[src/rtl/uart_pkg.sv]
// Shared UART definitions: default frame/baud parameters, receiver state
// encoding and the baud-select to cycles-per-bit mapping.
package uart_pkg;

  localparam int unsigned DATA_BITS_DEF = 8;
  localparam int unsigned BASE_CPB_DEF  = 16;

  // Receiver FSM state encoding.
  typedef logic [2:0] rx_state_t;

  localparam rx_state_t ST_IDLE      = 3'd0;
  localparam rx_state_t ST_START     = 3'd1;
  localparam rx_state_t ST_DATA      = 3'd2;
  localparam rx_state_t ST_STOP      = 3'd3;
  localparam rx_state_t ST_WAIT_IDLE = 3'd4;

  // Cycles per bit for baud select s: base, 2*base, 4*base or 8*base.
  function automatic int unsigned cpb(input int unsigned base, input logic [1:0] s);
    return base << s;
  endfunction

endpackage

[src/rtl/uart_rx_baud_cnt.sv]
// Bit-timing counter for the UART receiver. Restarts whenever load is high,
// flags the half-bit point and wraps at the full-bit point.
module uart_rx_baud_cnt #(
  parameter int unsigned CW = 7
) (
  input  logic        clk_in,
  input  logic        reset,
  input  logic        load,
  input  logic [CW:0] cpb_cycles,
  output logic        tick_half,
  output logic        tick_full
);

  logic [CW-1:0] cnt;
  logic [CW:0]   cnt_ext;

  assign cnt_ext   = {1'b0, cnt};
  assign tick_half = (cnt_ext == ((cpb_cycles >> 1) - 1'b1));
  assign tick_full = (cnt_ext == (cpb_cycles - 1'b1));

  // Free-running count, cleared by load or at the end of each bit period.
  always_ff @(posedge clk_in) begin
    if (!reset) begin
      cnt <= '0;
    end else if (load || tick_full) begin
      cnt <= '0;
    end else begin
      cnt <= cnt + 1'b1;
    end
  end

endmodule

[src/rtl/uart_receiver_controller.sv]
// 8N1 UART receiver: 2-flop input synchronizer, start-bit qualification at
// mid-bit, LSB-first data capture, stop-bit check with framing-error and
// break handling. Baud select is latched at each start bit.
module uart_receiver_controller
  import uart_pkg::*;
#(
  parameter int unsigned DATA_BITS = DATA_BITS_DEF,
  parameter int unsigned BASE_CPB  = BASE_CPB_DEF
) (
  input  logic                 clk_in,
  input  logic                 reset,
  input  logic [1:0]           S,
  input  logic                 ser_in,
  output logic [DATA_BITS-1:0] data_out,
  output logic                 data_valid,
  output logic                 frame_err,
  output logic                 busy
);

  localparam int unsigned CW = $clog2(BASE_CPB * 8);
  localparam int unsigned BW = (DATA_BITS > 1) ? $clog2(DATA_BITS) : 1;

  logic                 rx_meta;
  logic                 rx_s;
  rx_state_t            state;
  rx_state_t            state_next;
  logic [1:0]           s_lat;
  logic [BW-1:0]        bit_idx;
  logic [DATA_BITS-1:0] shift_reg;
  logic [CW:0]          cpb_cycles;
  logic                 load;
  logic                 tick_half;
  logic                 tick_full;

  assign cpb_cycles = (CW + 1)'(cpb(BASE_CPB, s_lat));
  assign busy       = (state != ST_IDLE);

  uart_rx_baud_cnt #(
    .CW (CW)
  ) u_baud_cnt (
    .clk_in     (clk_in),
    .reset      (reset),
    .load       (load),
    .cpb_cycles (cpb_cycles),
    .tick_half  (tick_half),
    .tick_full  (tick_full)
  );

  // Two-flop synchronizer for the asynchronous serial line (idles high).
  always_ff @(posedge clk_in) begin
    if (!reset) begin
      rx_meta <= 1'b1;
      rx_s    <= 1'b1;
    end else begin
      rx_meta <= ser_in;
      rx_s    <= rx_meta;
    end
  end

  // Next-state logic; the counter is held at zero in IDLE and restarted on
  // every state change so each state times from its own entry.
  always_comb begin
    state_next = state;
    case (state)
      ST_IDLE: begin
        if (!rx_s) state_next = ST_START;
      end
      ST_START: begin
        if (tick_half) state_next = rx_s ? ST_IDLE : ST_DATA;
      end
      ST_DATA: begin
        if (tick_full && (bit_idx == BW'(DATA_BITS - 1))) state_next = ST_STOP;
      end
      ST_STOP: begin
        if (tick_full) state_next = rx_s ? ST_IDLE : ST_WAIT_IDLE;
      end
      ST_WAIT_IDLE: begin
        if (rx_s) state_next = ST_IDLE;
      end
      default: state_next = ST_IDLE;
    endcase
    load = (state == ST_IDLE) || (state_next != state);
  end

  // State register.
  always_ff @(posedge clk_in) begin
    if (!reset) begin
      state <= ST_IDLE;
    end else begin
      state <= state_next;
    end
  end

  // Datapath: baud latch, LSB-first shift register, output byte and pulses.
  always_ff @(posedge clk_in) begin
    if (!reset) begin
      s_lat      <= '0;
      bit_idx    <= '0;
      shift_reg  <= '0;
      data_out   <= '0;
      data_valid <= 1'b0;
      frame_err  <= 1'b0;
    end else begin
      data_valid <= 1'b0;
      frame_err  <= 1'b0;
      case (state)
        ST_IDLE: begin
          bit_idx <= '0;
          if (!rx_s) s_lat <= S;
        end
        ST_DATA: begin
          if (tick_full) begin
            shift_reg <= {rx_s, shift_reg[DATA_BITS-1:1]};
            bit_idx   <= bit_idx + BW'(1);
          end
        end
        ST_STOP: begin
          if (tick_full) begin
            if (rx_s) begin
              data_out   <= shift_reg;
              data_valid <= 1'b1;
            end else begin
              frame_err  <= 1'b1;
            end
          end
        end
        default: ;
      endcase
    end
  end

endmodule

[config.mk]
export PLATFORM = sky130hd
export DESIGN_NAME = uart_receiver_controller
export DESIGN_NICKNAME = d
export VERILOG_FILES = /design/src/rtl/uart_pkg.sv /design/src/rtl/uart_rx_baud_cnt.sv /design/src/rtl/uart_receiver_controller.sv
export SDC_FILE = /design/constraint.sdc
export NUM_CORES = 1
export LEC_CHECK = 0
export ABC_AREA = 1
export CORE_ASPECT_RATIO = 0.9
export CORE_MARGIN = 5
export CORE_UTILIZATION = 55
export CTS_CLUSTER_SIZE = 30
export DETAILED_ROUTE_END_ITERATION = 10
export GPL_ROUTABILITY_DRIVEN = 0
export PLACE_DENSITY = 0.78
export SLEW_MARGIN = 20
export SYNTH_ARGS = -nofsm -noshare
export SYNTH_HDL_FRONTEND = slang
export SYNTH_SLANG_ARGS = --single-unit
[constraint.sdc]
create_clock -name clk_in -period 2.15 [get_ports clk_in]
set_input_delay 0.215 -clock clk_in [delete_from_list [all_inputs] [get_ports clk_in]]
set_output_delay 0.215 -clock clk_in [all_outputs]
set_load 0.01 [all_outputs]
; After elaboration in Yosys (flattened, before gate mapping)
; Cells that the tools add are included.
[classes]
add_sub_neg = 4
n_eq_ne = 9
shifts = 1
n_mux = 12
bitwise_logic = 2
reduce_logical = 12
[ops]
columns = op, n
row1 = $mux W3, 7
row2 = $eq A7 B8 Y1, 2
row3 = $pmux W3 S5, 1
row4 = $shl A5 B2 Y8 const A, 1
row5 = $sub A7 B1 Y8 const B, 1
row6 = $sub A8 B1 Y8 const B, 1
row7 = $add A7 B1 Y7 const B, 1
row8 = $eq A3 B2 Y1 const B, 2
row9 = $eq A3 B3 Y1 const B, 2
row10 = $pmux W3 S2, 1
row11 = $reduce_and A2 Y1, 3
row12 = $reduce_and A3 Y1, 2
row13 = $add A3 B1 Y3 const B, 1
row14 = $eq A3 B1 Y1 const B, 1
row15 = $logic_not A3 Y1, 1
row16 = $ne A3 B3 Y1, 1
row17 = $reduce_bool A3 Y1, 1
row18 = $logic_or A1 B1 Y1, 2
row19 = $mux W1, 2
row20 = $mux W2, 1
row21 = $ne A2 B2 Y1 const B, 1
row22 = $not A1 Y1, 2
row23 = $reduce_bool A2 Y1, 1
row24 = $reduce_or A2 Y1, 1
row25 = $logic_and A1 B1 Y1, 1
[word_totals]
ff_bits = 35
inputBits = 5
output_inout_bits = 11
wordCells = 50

; Longest topological paths before layout
; Gate-level depths: netlist of the first run.
[depth]
depth_word = 10
ltp_mapped = 12
mapped_depth_nobuf = 11

; By module
; From an unflattened synthesis of the first run, not the netlist that was laid out.
[unflattened]
cells_unflattened = 290
hier_area_um2 = 2005.7
[modules_own_cells]
columns = mod, n_inst, cells_each, area_each_um2, seq_area_each_um2
row1 = uart_receiver_controller, 1, 153, 1157.4, 560.5
row2 = uart_rx_baud_cnt, 1, 137, 848.3, 140.1

; Worst setup path before layout of the first run
; OpenSTA, ideal clock, no wires.
[synth_path]
kind = reg-to-reg
start = register u_baud_cnt.cnt[0]
end = register data_out[0]
setup_time_ns = 0.116
arrival_time_ns = 1.437
required_ns = 2.034
slack_ns = 0.597
stages_incl_launch_ff = 9
path_buffers = 0
synth_period_minus_slack_ns = 1.553
cell_sequence = dfxtp_1 > ha_1 > nand3_2 > nor2_2 > nand3_4 > nor2_4 > nand2_4 > o21ai_0 > nor2_1
[synth_between]
elab_chain_len = 2
[synth_rtl]
columns = element, line_no
row1 = "start, declared", uart_rx_baud_cnt.sv:14  ; logic [CW-1:0] cnt;
row2 = "start signal, assigned", uart_rx_baud_cnt.sv:28  ; cnt <= cnt + 1'b1;
row3 = $eq A7 B8 Y1, uart_rx_baud_cnt.sv:19  ; assign tick_full = (cnt_ext == (cpb_cycles - 1'b1));
row4 = $reduce_and A3 Y1 (no source line), -
row5 = "end signal, assigned", uart_receiver_controller.sv:120  ; data_out <= shift_reg;
row6 = "end, declared", uart_receiver_controller.sv:14  ; output logic [DATA_BITS-1:0] data_out,
; Every way passes these cells.
; A chain may end at the register's enable or synchronous reset.

; Worst setup path after layout of the first run
[layout_path]
start = register u_baud_cnt.cnt[0]
end = register bit_idx[2]
[layout_between]
elab_chain_len = 3
[layout_rtl]
columns = element, line_no
row1 = $eq A7 B8 Y1, uart_rx_baud_cnt.sv:19
row2 = $ne A2 B2 Y1 (no source line), -
row3 = $reduce_and A2 Y1 (no source line), -
row4 = "end signal, assigned", uart_receiver_controller.sv:114  ; bit_idx <= bit_idx + BW'(1);
row5 = "end, declared", uart_receiver_controller.sv:28  ; logic [BW-1:0] bit_idx;
; Every way passes these cells.

==> key figures, run 1 <==
Power
  – Leakage power: between 0.7 and 0.8 nW
  – Maximum VDD drop: about 0.0005 V
  – PD cells: 722.8 nW/um^2

Global route
  – Congestion Overflow GR: 0
  – Largest net degree at the start of global routing: 21
  – Wire length of the first global-routing pass: ~5500 um
  – Vias in the first global route: about 1200
  – Tot GR Track Use: 18.64%
  – Initial antenna violation count: 0

Die
  – Die Wd: ~66 um
  – Io pins: 16
  – Core area: ~2700 sq um
  – Full die area: 3976 sq um
  – Die Ht: approximately 60 um
  – Row cnt: 18
  – Initial Utilization: 56.80%

Logic synthesis
  – Synth top area cells: dfxtp_1 45%, nor2_1 9.9%, o21ai_0 7.4%, nand2_1 6.8%, a21oi_1 5.2%
  – Prevailing post-synth register cell: dfxtp_1
  – Seq/Total Area, Yosys: a little under half
  – Ys async rst share: 0%
  – Post-synth EDFFs: 0
  – Mapped Avg Cell Area: about 7.7 sq um
  – Commonest cells in the netlist: 41 x nor2_1, 35 x dfxtp_1, 28 x nand2_1
  – Yosys top cell by area: dfxtp_1
  – Yosys top cell area share: a little under half
  – Syn Std Cell Area: 1548 sq um
  – Most frequent cell after synthesis: nor2_1
  – Post-Syn Instances: between 200 and 250
  – Register bit total from synthesis: 35
  – YS warnings: 0
  – Post-synthesis cell type count: 27
  – Syn nets: approximately 210

Job
  – Max-Cap Viols: 0

Clocking
  – CTS Buffer Depth: 2
  – CTS Hold Bufs: 0
  – H-tree depth: 2
  – Root Driver: clkbuf_4
  – Clock slew at reported path FFs: around 100 ps
  – Worst-Skew Late Latency: roughly 350 ps
  – CTS-repair resized insts: 0
  – Num CTS Buffers: 5
  – Post CTS Setup Buffer Count: 0
  – CTS tree: done
  – Sink Count: 35

Timing
  – # setup viols final: 0
  – Unrepaired setup endpoints after global routing: false
  – Final Hold Fails: 0
  – Slew @ Worst Pin: approximately 500 ps
  – Clk_skew: 11.69 ps
  – Max frequency: 527.0 MHz
  – Final Slew Violations: 0
  – Fin crit share: 88.25%
  – Post-layout min period: 1897 ps
  – Worst rel slew slack: between 60% and 70%
  – Setup TNS: 0 ps

Status
  – Status: complete, no violations

Route
  – WL per Instance: about 13 um
  – # DRC: 0
  – DRT antenna net count: 0
  – DRT iter0 DRCs: roughly 140
  – Vias per std cell: 5.281
  – Routed WL: roughly 3400 um
  – DR pass1 iterations: 4
  – Vias: roughly 1400

Final layout
  – Share of cells above drive strength 1: 10.45%
  – Final std cells w/o fill: between 200 and 300
  – Final Net Count: roughly 230
  – Layout area overhead: 18.03%
  – Post-Route Utilization: 67.03%
  – Fillers: around 250
  – Diodes inserted: 0

Setup path
  – CP max stage cell: dfxtp_1
  – CP max FO: 13
  – Worst setup EP type: flop
  – CP arrival: between 2000 and 2500 ps
  – Crit-path most repeated cell: nand2_1
  – Buf+Inv Stages, Crit Path: 2
  – Crit Path Category: reg -> reg
  – CP peak stage delay: ~370 ps
  – Crit path from: u_baud_cnt.cnt[0]$_SDFF_PP0_
  – CP top delay family: simple AND/OR/NAND/NOR gates
  – Worst setup SP type: flop
  – Cell breakdown of the critical path: ha_1, nand3_2, nor2_2, nand3_4, nor2_4, inv_2, nand2_1, inv_1, nand2_1, a21oi_1
  – Critical R2R Launch: u_baud_cnt.cnt[0]$_SDFF_PP0_
  – Required time of the critical path: 2380 ps

Placed design
  – Inst Count DP: 252
  – DPL Wire Length: between 2000 and 3000 um
  – PortBufs: 15

Worst hold path
  – Hold crit path type: reg -> reg
  – Hold path startpoint: rx_meta$_SDFF_PN1_
[cells by family after synthesis]
logic type / Yosys count / synth area share (%)
AO/OA/AOI/OAI: 41 / 14.07
XOR/XNOR: 7 / 3.961
AND/OR/NAND/NOR: 94 / 28.46
flip-flops: 35 / 45.27
adder cells (fa/ha/maj): 3 / 2.425
buffers and inverters: 21 / 5.821
[report_power, final]
| group | internal [mW] | switching (mW) |
|---|---|---|
| Clock | 0.363 | 0.236 |
| Sequential | 0.653 | 0.00993 |
| Combinational | 0.0240 | 0.0341 |
[area by class of cell]
type / instances / area (sq um) / area share [%]
Sequential cell: 35 / 700.7 / 38.36
Clock buffer: 6 / 41.29 / 2.260
Tap cell: 40 / 50.05 / 2.740
Clock inverter: 2 / 60.06 / 3.288
Inverter: 16 / 60.06 / 3.288
Multi-Input combinational cell: 145 / 757.0 / 41.44
Timing Repair Buffer: 16 / 157.7 / 8.630
[path summary, 6_finish.rpt]
check / cells past startpoint / to / slack (ps)
max: 10 / bit_idx[2]$_SDFFE_PN0P_ / 250
min: 1 / rx_s$_SDFF_PN1_ / 420
max reg2reg: 10 / bit_idx[2]$_SDFFE_PN0P_ / 250
min reg2reg: 1 / rx_s$_SDFF_PN1_ / 420
[layout by cell type (no fill, tap or decap), drive strengths merged]
cell and n:
xnor2 1, nand3 11, a21oi 17, inv 16, nor3 3, nand4 2
nand2 30, or2 2, clkdlybuf4s50 15, ha 3, dfxtp 35, a31oi 1
nor2 45, nor4 1, o21ai 23, clkbuf 6, bufinv 2, buf 1
xor2 6
[metal layers]
layer	global-route usage [%]	part of all wire (%)	vias up
met5	0	0	-
met4	6.213	0.70	0
met3	6.767	7.8	4
met2	28.86	46	52
met1	24.23	45	624
li1	-	-	693
[through the flow]
stage | setup WS (ps) | power [mW] | area [sq um] | hold WS (ps)
2_1_floorplan | 596.9 | 0.7160 | 1548 | 321.6
3_3_place_gp | 407.0 | 0.7321 | 1725 | 397.4
3_5_place_dp | 285.0 | 0.7351 | 1725 | 404.0
4_1_cts | 240.0 | 1.325 | 1827 | 423.3
5_1_grt | 54.01 | 1.362 | 1827 | 423.7
6_report | 252.5 | 1.320 | 1827 | 424.0
Note: power is estimated with default switching activity, not from simulation.
==> inputs of run 2 (changes only) <==
--- a/config.mk
+++ b/config.mk
@@ -9,6 +9,7 @@
 export CORE_ASPECT_RATIO = 0.9
 export CORE_MARGIN = 5
 export CORE_UTILIZATION = 55
+export CTS_CLUSTER_DIAMETER = 50
 export CTS_CLUSTER_SIZE = 30
 export DETAILED_ROUTE_END_ITERATION = 10
 export GPL_ROUTABILITY_DRIVEN = 0
==> results of run 2 <==
Final layout, timing and power as in run 1 (identical DEF).
==> inputs of run 3 (changes only) <==
==> constraint.sdc (replaced) <==
create_clock -name clk_in -period 2 [get_ports clk_in]
set_input_delay 0.2 -clock clk_in [delete_from_list [all_inputs] [get_ports clk_in]]
set_output_delay 0.2 -clock clk_in [all_outputs]
set_load 0.01 [all_outputs]
==> run 3 against run 2 <==
  * Wire length down 2.0%
  * Clock power down 12%
  * Cell area unchanged
  * Flip-flop and latch count unchanged
  * Sequential share of layout area unchanged
  * Clock skew up 1.7 ps
  * Die area unchanged
  * Final cell count up 0.77%
  * First-iteration DRC count down 36%
  * Combinational power up 8.3%
  * Critical path type unchanged
==> key figures, run 3 (synthesis results as in run 1) <==
Setup path
  – FF-to-FF setup slack: 170 ps (-80 ps)
  – Cell breakdown of the critical path: ha_1, nand3_2, nor2_2, nand3_4, a21oi_4, nand3_1, nand2_1, nand3_2, nor2_1
  – CP peak stage delay: 390 ps (+20 ps)
  – Crit Path Category: reg -> reg
  – CP max FO: 7 (-6)
  – CP arrival: 2090 ps (-40 ps)
  – Required time of the critical path: 2260 ps (-120 ps)
  – CP max stage cell: dfxtp_1
  – Buf+Inv Stages, Crit Path: 0 (-2)
  – Worst setup SP type: flop
  – CP top delay family: simple AND/OR/NAND/NOR gates
  – Crit-path most repeated cell: nand3_2
  – Worst setup EP type: flop

Timing
  – # setup viols final: 0 (unchanged)
  – Unrepaired setup endpoints after global routing: false
  – Clk_skew: 13.39 ps (+1.692 ps)
  – Max frequency: 546.3 MHz (+3.7%)
  – Setup TNS: 0 ps (unchanged)
  – Worst rel slew slack: 65.73% (-0.66 points)
  – Fin crit share: 91.52% (+3.3 points)
  – Final Slew Violations: 0 (unchanged)
  – Slew @ Worst Pin: 513.4 ps (+9.813 ps)
  – Post-layout min period: 1830 ps (-67.09 ps)
  – Final Hold Fails: 0 (unchanged)

Status
  – Status: complete, no violations

Clocking
  – Num CTS Buffers: 5 (unchanged)
  – Root Driver: clkbuf_4
  – Clock slew at reported path FFs: 110 ps (about the same)
  – CTS Buffer Depth: 2 (unchanged)
  – CTS Hold Bufs: 0 (unchanged)
  – CTS-repair resized insts: 0 (unchanged)
  – H-tree depth: 2 (unchanged)
  – CTS tree: done
  – Sink Count: 35 (unchanged)
  – Worst-Skew Late Latency: 330 ps (-20 ps)
  – Post CTS Setup Buffer Count: 0 (unchanged)

Placed design
  – DPL Wire Length: 2476 um (-2.5%)
  – Inst Count DP: 254 (+0.79%)
  – PortBufs: 15 (unchanged)

Die
  – Core area: 2725 sq um (unchanged)
  – Die Wd: 65.92 um (unchanged)
  – Initial Utilization: 56.80% (unchanged)
  – Row cnt: 18 (unchanged)
  – Full die area: 3976 sq um (unchanged)
  – Die Ht: 60.33 um (unchanged)
  – Io pins: 16 (unchanged)

Route
  – WL per Instance: 12.79 um (-2.8%)
  – Vias: 1358 (-1.1%)
  – DRT antenna net count: 0 (unchanged)
  – # DRC: 0 (unchanged)
  – DRT iter0 DRCs: 92 (-36%)
  – Routed WL: 3350 um (-2.0%)
  – DR pass1 iterations: 6 (+2)
  – Vias per std cell: 5.183 (-1.8%)

Global route
  – Initial antenna violation count: 0 (unchanged)
  – Wire length of the first global-routing pass: 5437 um (-1.1%)
  – Congestion Overflow GR: 0 (unchanged)
  – Tot GR Track Use: 18.24% (-0.40 points)
  – Vias in the first global route: 1227 (+3.4%)
  – Largest net degree at the start of global routing: 21 (unchanged)

Job
  – Max-Cap Viols: 0 (unchanged)

Power
  – PD cells: 712.6 nW/um^2 (-1.4%)
  – Maximum VDD drop: 0.0005924 V (+17%)
  – Leakage power: 0.7502 nW (+0.90%)

Final layout
  – Final Net Count: 229 (+0.88%)
  – Diodes inserted: 0 (unchanged)
  – Share of cells above drive strength 1: 11.71% (+1.3 points)
  – Most frequent cells in the layout: 41 x nor2_1, 35 x dfxtp_1, 28 x nand2_1
  – Layout area overhead: 18.03% (unchanged)
  – Commonest non-fill, non-tap cell in the layout: nor2_1
  – Final std cells w/o fill: 262 (+0.77%)

Worst hold path
  – Hold crit path type: in -> reg
==> run 3: routing by layer <==
metal / vias to the layer above / part of all wire (%) / global-route usage, %
met2: 52 / 45 / 28.71
met1: 602 / 47 / 23.44
li1: 696 / - / -
met5: - / 0 / 0
met4: 0 / 1.8 / 8.580
met3: 8 / 6.9 / 4.887
==> run 3: cell type report <==
type / count / area, sq um
clock inverter: 2 / 35.03
multi-input combinational: 145 / 757.0
tap: 40 / 50.05
clock buffer: 6 / 51.30
sequential: 35 / 700.7
fill: 236 / 898.4
timing repair buffer: 18 / 172.7
inverter: 16 / 60.06
==> run 3: path summary, 6_finish.rpt <==
check | start | end | depth (start not counted)
max | u_baud_cnt.cnt[0]$_SDFF_PP0_ | u_baud_cnt.cnt[0]$_SDFF_PP0_ | 9
min | S[0] | s_lat[0]$_SDFFE_PN0P_ | 3
max reg2reg | u_baud_cnt.cnt[0]$_SDFF_PP0_ | u_baud_cnt.cnt[0]$_SDFF_PP0_ | 9
min reg2reg | rx_meta$_SDFF_PN1_ | rx_s$_SDFF_PN1_ | 1
==> run 3: per-stage QoR <==
step           utilization (%)  area (sq um)  worst slack (ps)  hold WS [ps]  power (mW)
2_1_floorplan                -          1548             446.9         306.6      0.7696
3_3_place_gp             63.87          1740             375.6         399.1      0.7876
3_5_place_dp             63.87          1740             278.2         420.2      0.7909
4_1_cts                  67.03          1827             199.9         438.2       1.304
5_1_grt                  67.03          1827             92.53         426.4       1.348
6_report                 67.03          1827             169.6         437.6       1.302
==> run 3: power by group <==
group | switching [mW] | internal, mW
combinational | 0.0371 | 0.0258
clock | 0.230 | 0.295
sequential | 0.0110 | 0.702
==> run 3: tightest hold or removal path, delay by kind of cell <==
kind | cells | cell delay, ps
buf+inv | 1 | 400
simple gates | 2 | 150
